<file path="src/rtl/sliding_tile_nxn_if.sv">
// Port bundle between the sliding-tile engine and its input decoder / display consumers.
// The master drives moves, loads and shuffles; the slave (engine) returns board and status.
interface sliding_tile_nxn_if #(
   parameter int unsigned N  = 3,
   parameter int unsigned TW = 4,
   parameter int unsigned CW = 16
);
   logic                  move_val;
   logic [1:0]            direction;
   logic                  load;
   logic [N*N*TW-1:0]     load_board;
   logic                  shuffle_start;
   logic [15:0]           seed;
   logic [N*N*TW-1:0]     board;
   logic [1:0]            space_row;
   logic [1:0]            space_col;
   logic                  ready;
   logic                  solved;
   logic                  illegal;
   logic [CW-1:0]         move_count;

   modport master (
      output move_val, direction, load, load_board, shuffle_start, seed,
      input  board, space_row, space_col, ready, solved, illegal, move_count
   );

   modport slave (
      input  move_val, direction, load, load_board, shuffle_start, seed,
      output board, space_row, space_col, ready, solved, illegal, move_count
   );
endinterface

</file>
<file path="src/rtl/sliding_tile_nxn.sv">
// N x N sliding-tile puzzle engine: player moves, board load, LFSR shuffle,
// saturating move counter and illegal-move pulse.
module sliding_tile_nxn #(
   parameter int unsigned N          = 3,
   parameter int unsigned TW         = 4,
   parameter int unsigned CW         = 16,
   parameter int unsigned SHUF_MOVES = 32
) (
   input logic               clk,
   input logic               reset,
   sliding_tile_nxn_if.slave bus
);
   localparam int unsigned CELLS = N * N;
   localparam int unsigned IW    = $clog2(CELLS);
   localparam int unsigned RW    = $clog2(SHUF_MOVES + 1);

   typedef enum logic {StPlay, StShuffle} state_e;

   state_e          state_q, state_d;
   logic [TW-1:0]   cells_q [CELLS];
   logic [TW-1:0]   cells_d [CELLS];
   logic [TW-1:0]   load_cells [CELLS];
   logic [TW-1:0]   swap_cells [CELLS];
   logic [1:0]      row_q, row_d, col_q, col_d;
   logic [15:0]     lfsr_q, lfsr_d, lfsr_next;
   logic [RW-1:0]   remaining_q, remaining_d;
   logic [CW-1:0]   count_q, count_d;
   logic            illegal_q, illegal_d;

   logic            zero_found;
   logic [1:0]      zero_row, zero_col;
   logic [1:0]      move_dir, nb_row, nb_col;
   logic            move_legal;
   logic [IW-1:0]   space_idx, nb_idx;
   logic [N*N*TW-1:0] board_flat;
   logic            solved_c;

   // Unpack the load bus and find the lowest-index zero (descending scan, last hit wins).
   always_comb begin
      zero_found = 1'b0;
      zero_row   = '0;
      zero_col   = '0;
      for (int i = 0; i < int'(CELLS); i++) begin
         load_cells[i] = bus.load_board[i*TW +: TW];
      end
      for (int r = int'(N) - 1; r >= 0; r--) begin
         for (int c = int'(N) - 1; c >= 0; c--) begin
            if (load_cells[r*int'(N) + c] == '0) begin
               zero_found = 1'b1;
               zero_row   = 2'(r);
               zero_col   = 2'(c);
            end
         end
      end
   end

   // Direction comes from the player in PLAY and from the LFSR during a shuffle.
   always_comb begin
      move_dir   = (state_q == StShuffle) ? lfsr_q[1:0] : bus.direction;
      nb_row     = row_q;
      nb_col     = col_q;
      move_legal = 1'b0;
      case (move_dir)
         2'b00: begin
            move_legal = (col_q != 2'd0);
            nb_col     = col_q - 2'd1;
         end
         2'b01: begin
            move_legal = (32'(col_q) < N - 1);
            nb_col     = col_q + 2'd1;
         end
         2'b10: begin
            move_legal = (row_q != 2'd0);
            nb_row     = row_q - 2'd1;
         end
         default: begin
            move_legal = (32'(row_q) < N - 1);
            nb_row     = row_q + 2'd1;
         end
      endcase
      space_idx = IW'(32'(row_q) * N + 32'(col_q));
      nb_idx    = IW'(32'(nb_row) * N + 32'(nb_col));
      swap_cells            = cells_q;
      swap_cells[space_idx] = cells_q[nb_idx];
      swap_cells[nb_idx]    = cells_q[space_idx];
   end

   always_comb begin
      state_d     = state_q;
      cells_d     = cells_q;
      row_d       = row_q;
      col_d       = col_q;
      lfsr_d      = lfsr_q;
      remaining_d = remaining_q;
      count_d     = count_q;
      illegal_d   = 1'b0;
      lfsr_next   = {lfsr_q[14:0], lfsr_q[15] ^ lfsr_q[13] ^ lfsr_q[12] ^ lfsr_q[10]};
      case (state_q)
         StPlay: begin
            if (bus.load) begin
               if (zero_found) begin
                  cells_d = load_cells;
                  row_d   = zero_row;
                  col_d   = zero_col;
                  count_d = '0;
               end else begin
                  illegal_d = 1'b1;
               end
            end else if (bus.shuffle_start) begin
               lfsr_d      = (bus.seed == 16'h0000) ? 16'h0001 : bus.seed;
               remaining_d = RW'(SHUF_MOVES);
               state_d     = StShuffle;
            end else if (bus.move_val) begin
               if (move_legal) begin
                  cells_d = swap_cells;
                  row_d   = nb_row;
                  col_d   = nb_col;
                  if (count_q != '1) count_d = count_q + CW'(1);
               end else begin
                  illegal_d = 1'b1;
               end
            end
         end
         StShuffle: begin
            lfsr_d = lfsr_next;
            if (move_legal) begin
               cells_d     = swap_cells;
               row_d       = nb_row;
               col_d       = nb_col;
               remaining_d = remaining_q - RW'(1);
               if (remaining_q == RW'(1)) begin
                  state_d = StPlay;
                  count_d = '0;
               end
            end
         end
         default: state_d = StPlay;
      endcase
   end

   always_ff @(posedge clk or posedge reset) begin
      if (reset) begin
         state_q     <= StPlay;
         for (int i = 0; i < int'(CELLS); i++) begin
            cells_q[i] <= (i == int'(CELLS) - 1) ? '0 : TW'(i + 1);
         end
         row_q       <= 2'(N - 1);
         col_q       <= 2'(N - 1);
         lfsr_q      <= 16'h0001;
         remaining_q <= '0;
         count_q     <= '0;
         illegal_q   <= 1'b0;
      end else begin
         state_q     <= state_d;
         cells_q     <= cells_d;
         row_q       <= row_d;
         col_q       <= col_d;
         lfsr_q      <= lfsr_d;
         remaining_q <= remaining_d;
         count_q     <= count_d;
         illegal_q   <= illegal_d;
      end
   end

   always_comb begin
      solved_c = 1'b1;
      for (int i = 0; i < int'(CELLS); i++) begin
         board_flat[i*TW +: TW] = cells_q[i];
         if (cells_q[i] != ((i == int'(CELLS) - 1) ? TW'(0) : TW'(i + 1))) solved_c = 1'b0;
      end
   end

   assign bus.board      = board_flat;
   assign bus.space_row  = row_q;
   assign bus.space_col  = col_q;
   assign bus.ready      = (state_q == StPlay);
   assign bus.solved     = solved_c;
   assign bus.illegal    = illegal_q;
   assign bus.move_count = count_q;
endmodule
</file>
<file path="src/flat_wrapper.sv">
// flat-port wrapper written by rule: the top's interface ports become plain ports
module sliding_tile_nxn_flat 
#(
   parameter int unsigned N          = 3,
   parameter int unsigned TW         = 4,
   parameter int unsigned CW         = 16,
   parameter int unsigned SHUF_MOVES = 32
)
  (clk, reset, bus_move_val, bus_direction, bus_load, bus_load_board, bus_shuffle_start, bus_seed, bus_board, bus_space_row, bus_space_col, bus_ready, bus_solved, bus_illegal, bus_move_count);
  sliding_tile_nxn_if #(.N(N), .TW(TW), .CW(CW)) bus_i ();
  input logic clk;
  input logic reset;
  input wire logic [$bits(bus_i.move_val)-1:0] bus_move_val;
  input wire logic [$bits(bus_i.direction)-1:0] bus_direction;
  input wire logic [$bits(bus_i.load)-1:0] bus_load;
  input wire logic [$bits(bus_i.load_board)-1:0] bus_load_board;
  input wire logic [$bits(bus_i.shuffle_start)-1:0] bus_shuffle_start;
  input wire logic [$bits(bus_i.seed)-1:0] bus_seed;
  output wire logic [$bits(bus_i.board)-1:0] bus_board;
  output wire logic [$bits(bus_i.space_row)-1:0] bus_space_row;
  output wire logic [$bits(bus_i.space_col)-1:0] bus_space_col;
  output wire logic [$bits(bus_i.ready)-1:0] bus_ready;
  output wire logic [$bits(bus_i.solved)-1:0] bus_solved;
  output wire logic [$bits(bus_i.illegal)-1:0] bus_illegal;
  output wire logic [$bits(bus_i.move_count)-1:0] bus_move_count;
  assign bus_i.move_val = bus_move_val;
  assign bus_i.direction = bus_direction;
  assign bus_i.load = bus_load;
  assign bus_i.load_board = bus_load_board;
  assign bus_i.shuffle_start = bus_shuffle_start;
  assign bus_i.seed = bus_seed;
  assign bus_board = bus_i.board;
  assign bus_space_row = bus_i.space_row;
  assign bus_space_col = bus_i.space_col;
  assign bus_ready = bus_i.ready;
  assign bus_solved = bus_i.solved;
  assign bus_illegal = bus_i.illegal;
  assign bus_move_count = bus_i.move_count;
  sliding_tile_nxn #(.N(N), .TW(TW), .CW(CW), .SHUF_MOVES(SHUF_MOVES)) u_core (.clk(clk), .reset(reset), .bus(bus_i));
endmodule
</file>
<file path="config.mk">
export PLATFORM = sky130hd
export DESIGN_NAME = sliding_tile_nxn_flat
export DESIGN_NICKNAME = d
export VERILOG_FILES = /design/src/rtl/sliding_tile_nxn_if.sv /design/src/rtl/sliding_tile_nxn.sv /design/src/flat_wrapper.sv
export SDC_FILE = /design/constraint.sdc
export NUM_CORES = 1
export LEC_CHECK = 0
export CORE_MARGIN = 2
export CORE_UTILIZATION = 51
export CTS_CLUSTER_DIAMETER = 100
export DETAILED_ROUTE_END_ITERATION = 16
export PLACE_DENSITY_LB_ADDON = 0.08
export SLEW_MARGIN = 10
export SYNTH_ARGS = -nofsm -noshare
export SYNTH_HDL_FRONTEND = slang
export SYNTH_SLANG_ARGS = --single-unit
</file>
<file path="constraint.sdc">
create_clock -name clk -period 5.6 [get_ports clk]
set_input_delay 1.68 -clock clk [delete_from_list [all_inputs] [get_ports clk]]
set_output_delay 1.68 -clock clk [all_outputs]
set_load 0.01 [all_outputs]
</file>
==> results.toml, run 1 <==
[floorplan]
num_rows = 39
die-area_um2 = 12500
die_w_um = 112
core_um2 = 11400
ioPinCount = 118
initial_core_util_pct = 52.0
die-height_um = 112

[clocking]
cts_tree = "built"
htreeDepth = 3
path_clk_slew_ps = 60
root_buffer = "clkbuf_16"
clock_sinks = 80
cts_setup_buffers = 0
clock_path_buffers = 2
clock_latency_ps = 350
holdBufCountCts = 0
ctsResizeCount = 0
numCtsBuffers = 9

[place]
gp_congestion = 1.01
portBuffers = 117
place_hpwl_mm = 14.5

[min_path]
min_path_type = "flop to flop"

[finish]
final_common_cell = "clkdlybuf4s50_1"
n_fill_cell = 974
area_growth_pct = 28.6
fin_nets = 847
drive_above_1_share_pct = 13.3
mostFrequentLayoutCells = "clkdlybuf4s50_1, a21oi_1, dfrtp_1"
antennaDiodeCount = 0

[synthesis]
synthArstFlopShare_pct = 100
ys_seq_area_share_pct = 34.0
syn_area_per_cell_um2 = 9.06
synth_cell_type_count = 70
netlist_instances = 656
ys_seq_elements = 80
yosysTopAreaCell = "dfrtp_1"
synthTopCellsByArea = "dfrtp_1, dfstp_2, a21oi_1"
synth_flop_cell = "dfrtp_1"
synth_top_area_share_pct = 27.0
syn_nets = 727
syn_area_um2 = 5940
ys_warn_count = 0
synth_edf_count = 0

[drt]
vias = 6191
drt-total-wl_mm = 19.9
first_pass_iters = 7
vias_per_cell = 6.70
drc = 0
ant_nets = 0
avgRoutedWirePerCell_um = 21.5
first_iter_violations = 593

[sta]
finalCriticalPeriod_ps = 5400
tightest_slew_ps = 1090
finalSetupViolations = 0
finalMaxSlewViolations = 0
slew_headroom_pct = 26.9
setup_tns_ps = 0
max_freq_ghz = 0.185
rsz0062_at_grt = "false"
clock_skew_ps = 7.54
period_share_pct = 96.5
finalHoldViolCount = 0

[setup_path]
end_kind = "flop"
crit_type = "input port to flop"
cp_top_family = "adder cells"
cp.required_ps = 5830
crit_chain = "clkdlybuf4s50_1 > mux2_4 > nor2_1 > ha_1 > xnor2_1 > nor2_1 > a21oi_1 > fa_1 > inv_1 > ha_1 > fa_1 > nor2b_1 > buf_4 > a22o_1 > a41oi_1 > a211o_1 > a21oi_1"
slowest_delay_ps = 510
r2r_slack_ps = 1230
arrival_ps = 5640
crit_buf_inv = 3
path_max_fanout = 5
cp_slowest_cell = "a41oi_1"
worstSetupStartpointType = "input port"

[global_routing]
antenna_found_initial = 0
grt_pass1_wl_mm = 32.1
grt_pass1_vias = 6116
grt_usage_pct = 32.1
overflow = 0
grt_max_degree = 52

[status]
outcome = "complete, no violations"

[job]
maxCapViolations = 0
[worst min-delay path, cell delays in order (launching register included)]
cell	delay (ps)
dfrtp_1	340
nand2_1	50
o21ai_0	60
[synthesized netlist by cell type (all sizes together), types with 16 or more instances]
master / count
inv: 16
buf: 25
a21oi: 70
nand2b: 28
o22ai: 32
nand2: 49
o211ai: 17
nor2: 29
nand3: 20
mux2i: 20
dfstp: 16
dfrtp: 64
o21ai: 41
[per-stage QoR]
stage / setup slack (ps) / util (%) / std cells / hold slack [ps] / area (um2)
6_report: 196 / 66.9 / 924 / 492 / 7640
5_1_grt: 12.0 / 66.9 / 924 / 537 / 7640
3_3_place_gp: -44.6 / 64.3 / 908 / 460 / 7340
3_5_place_dp: -112 / 64.3 / 908 / 480 / 7340
2_1_floorplan: 583 / - / 656 / 449 / 5940
4_1_cts: 258 / 66.9 / 924 / 488 / 7640
[path summary, 6_finish.rpt]
kind                                              start                                   end  depth (start not counted)
min in group asynchronous                         reset          u_core.lfsr_q[8]$_DFFE_PP0P_                          3
setup reg to reg               u_core.state_q$_DFF_PP0_       u_core.bus.board[2]$_DFFE_PP0P_                         16
setup / recovery                       bus_direction[1]       u_core.bus.board[2]$_DFFE_PP0P_                         17
hold reg to reg            u_core.lfsr_q[5]$_DFFE_PP0P_          u_core.lfsr_q[6]$_DFFE_PP0P_                          2
hold / removal             u_core.lfsr_q[5]$_DFFE_PP0P_          u_core.lfsr_q[6]$_DFFE_PP0P_                          2
max in group asynchronous                         reset  u_core.bus.move_count[1]$_DFFE_PP0P_                          3
[sequential cells by signal, summed over array words and instances (netlist names)]
signal and count:
u_core.bus.board 36, u_core.state_q 1, u_core.remaining_q 6, u_core.bus.illegal 1, u_core.bus.space_row 2, u_core.lfsr_q 16
u_core.bus.space_col 2, u_core.bus.move_count 16
[metal layers]
layer,GRT usage [%],vias up,share of wire [%]
li1,-,2776,-
met3,5.88,69,8.5
met5,0,-,0
met1,41.1,3001,39
met4,15.4,0,4.0
met2,52.8,345,48
[cell families (layout without fill, tap and decap cells)]
logic type                 Yosys count  count (layout)  synth area share, %
muxes                               40              40                 10.3
DFF                                 80              80                 34.0
AOI/OAI and AO/OA                  237             237                 26.3
buffers and inverters               56             181                 4.34
xor gates and xnor gates            10              10                 1.79
and+or+nand+nor                    221             221                 20.3
adders and majority gates           12              12                 3.03
[area by class of cell]
class | count | area [um2] | area share, %
inverters | 16 | 60.1 | 0.786
flip-flops and latches | 80 | 2020 | 26.5
well taps | 143 | 179 | 2.34
multi-input cells | 520 | 3670 | 48.0
repair buffers | 149 | 1410 | 18.5
clock inverters | 5 | 56.3 | 0.737
clock buffers | 11 | 243 | 3.18
Power of run 1 is not shown: default switching activity piles up to over one toggle a cycle in this logic, so the estimate is an artifact.
==> run 2, diff against run 1 <==
==> constraint.sdc (replaced) <==
create_clock -name clk -period 5.6 [get_ports clk]
set_input_delay 1.4 -clock clk [delete_from_list [all_inputs] [get_ports clk]]
set_output_delay 1.4 -clock clk [all_outputs]
set_load 0.01 [all_outputs]
==> run 2 against run 1 <==
Net effect:
- clock skew grew 1.7 ps
- critical path depth unchanged
- register-to-register slack got worse by 240 ps
- utilization decreased by 0.25 points
- largest cell class unchanged
==> results.toml, run 2 (same netlist as run 1, synthesis figures left out) <==
[status]
outcome = "complete, no violations"

[min_path]
hold_end = "u_core.lfsr_q[15]$_DFFE_PP0P_"
min_path_type = "flop to flop"
whs_path_depth = 2
min_from = "u_core.lfsr_q[14]$_DFFE_PP0P_"

[drt]
first_pass_iters = 5
avgRoutedWirePerCell_um = 21.6
vias_per_cell = 6.64
first_iter_violations = 473
ant_nets = 0
vias = 6123
drt-total-wl_mm = 19.9
drc = 0

[finish]
antennaDiodeCount = 0
largest_reg_flops = 36
fin_nets = 845
drive_above_1_share_pct = 13.1
multi_input_area_um2 = 3670
n_fill_cell = 955
seqCellArea_um2 = 2020
area_growth_pct = 28.1
mostFrequentLayoutCells = "clkdlybuf4s50_1, a21oi_1, dfrtp_1"
final_common_cell = "clkdlybuf4s50_1"
final_core_util_pct = 66.7

[setup_path]
r2r_cells = 17
startpoint = "bus_direction[1]"
crit_type = "input port to flop"
worstSetupStartpointType = "input port"
crit_chain = "clkdlybuf4s50_1 > mux2_4 > nor2_1 > ha_1 > xnor2_1 > nor2_1 > a21oi_1 > fa_1 > inv_1 > ha_1 > fa_1 > nor2b_1 > a22o_1 > a41oi_1 > buf_4 > a211o_1 > a21oi_1"
reg2reg_to = "u_core.bus.board[0]$_DFFE_PP1P_"
r2r_slack_ps = 990
cp.required_ps = 5860
crit_buf_inv = 3
cp_slowest_cell = "fa_1"
r2r-start = "u_core.state_q$_DFF_PP0_"
cp_top_family = "adder cells"
slowest_delay_ps = 560
path_max_fanout = 6
arrival_ps = 5520
end_kind = "flop"

[place]
portBuffers = 117
place_hpwl_mm = 14.7
gp_congestion = 1.01
post-place-ws_ps = 1.03

[clocking]
root_buffer = "clkbuf_16"
clock_latency_ps = 340
clock_path_buffers = 2
cts_tree = "built"
holdBufCountCts = 0
path_clk_slew_ps = 60
htreeDepth = 3
ctsResizeCount = 0
clock_sinks = 80
cts_setup_buffers = 0
numCtsBuffers = 9

[floorplan]
core_um2 = 11400
die_w_um = 112
die-height_um = 112
die-area_um2 = 12500
num_rows = 39
ioPinCount = 118
initial_core_util_pct = 52.0

[sta]
max_freq_ghz = 0.190
clock_skew_ps = 9.21
finalMaxSlewViolations = 0
worst_slack_ps = 334
setup_tns_ps = 0
slew_headroom_pct = 28.7
tightest_slew_ps = 1070
rsz0062_at_grt = "false"
finalSetupViolations = 0
finalHoldViolCount = 0
finalCriticalPeriod_ps = 5270
period_share_pct = 94.0

[global_routing]
grt_usage_pct = 32.0
overflow = 0
antenna_found_initial = 0
grt_pass1_vias = 5901
grt_pass1_wl_mm = 32.0
grt_max_degree = 34

[job]
maxCapViolations = 0
run 2: area by class of cell:
class                      count  share of cell area (%)
tap                          143                    2.35
inverter                      16                   0.789
clock inverter                 4                   0.378
timing repair buffer         147                    18.3
sequential                    80                    26.6
multi-input combinational    520                    48.2
clock buffer                  12                    3.37
run 2: per-stage QoR:
step,instances,hold WS (ps),cell area (um2)
after floorplan,656,449,5940
after global placement,906,462,7330
after detailed placement,906,473,7330
after CTS,922,492,7610
after global routing,922,519,7610
final,922,491,7610
run 2: worst max-delay path by stage:
stage	end	slack [ps]	cells after the start
2_1_floorplan	u_core.bus.board[24]$_DFFE_PP1P_	860	15
5_1_grt	u_core.bus.board[0]$_DFFE_PP1P_	80	17
4_1_cts	u_core.bus.board[0]$_DFFE_PP1P_	340	17
6_report	u_core.bus.board[0]$_DFFE_PP1P_	330	17
3_5_place_dp	u_core.bus.board[0]$_DFFE_PP1P_	1	17
3_3_place_gp	u_core.bus.board[10]$_DFFE_PP0P_	150	16
run 2: tightest hold or removal path: stages, from the launching register on:
cell,delay [ps]
dfrtp_1,340
nand2_1,50
o21ai_0,60
run 2: layer usage:
metal | vias up | part of all wire (%) | global-route usage (%) | routed length [um]
li1 | 2766 | - | - | -
met1 | 2995 | 40 | 41.9 | 8040
met4 | 0 | 3.6 | 14.8 | 727
met3 | 51 | 6.9 | 4.46 | 1370
met2 | 311 | 49 | 53.0 | 9800
met5 | - | 0 | 0 | 0
Power of run 2 is left out for the same reason.
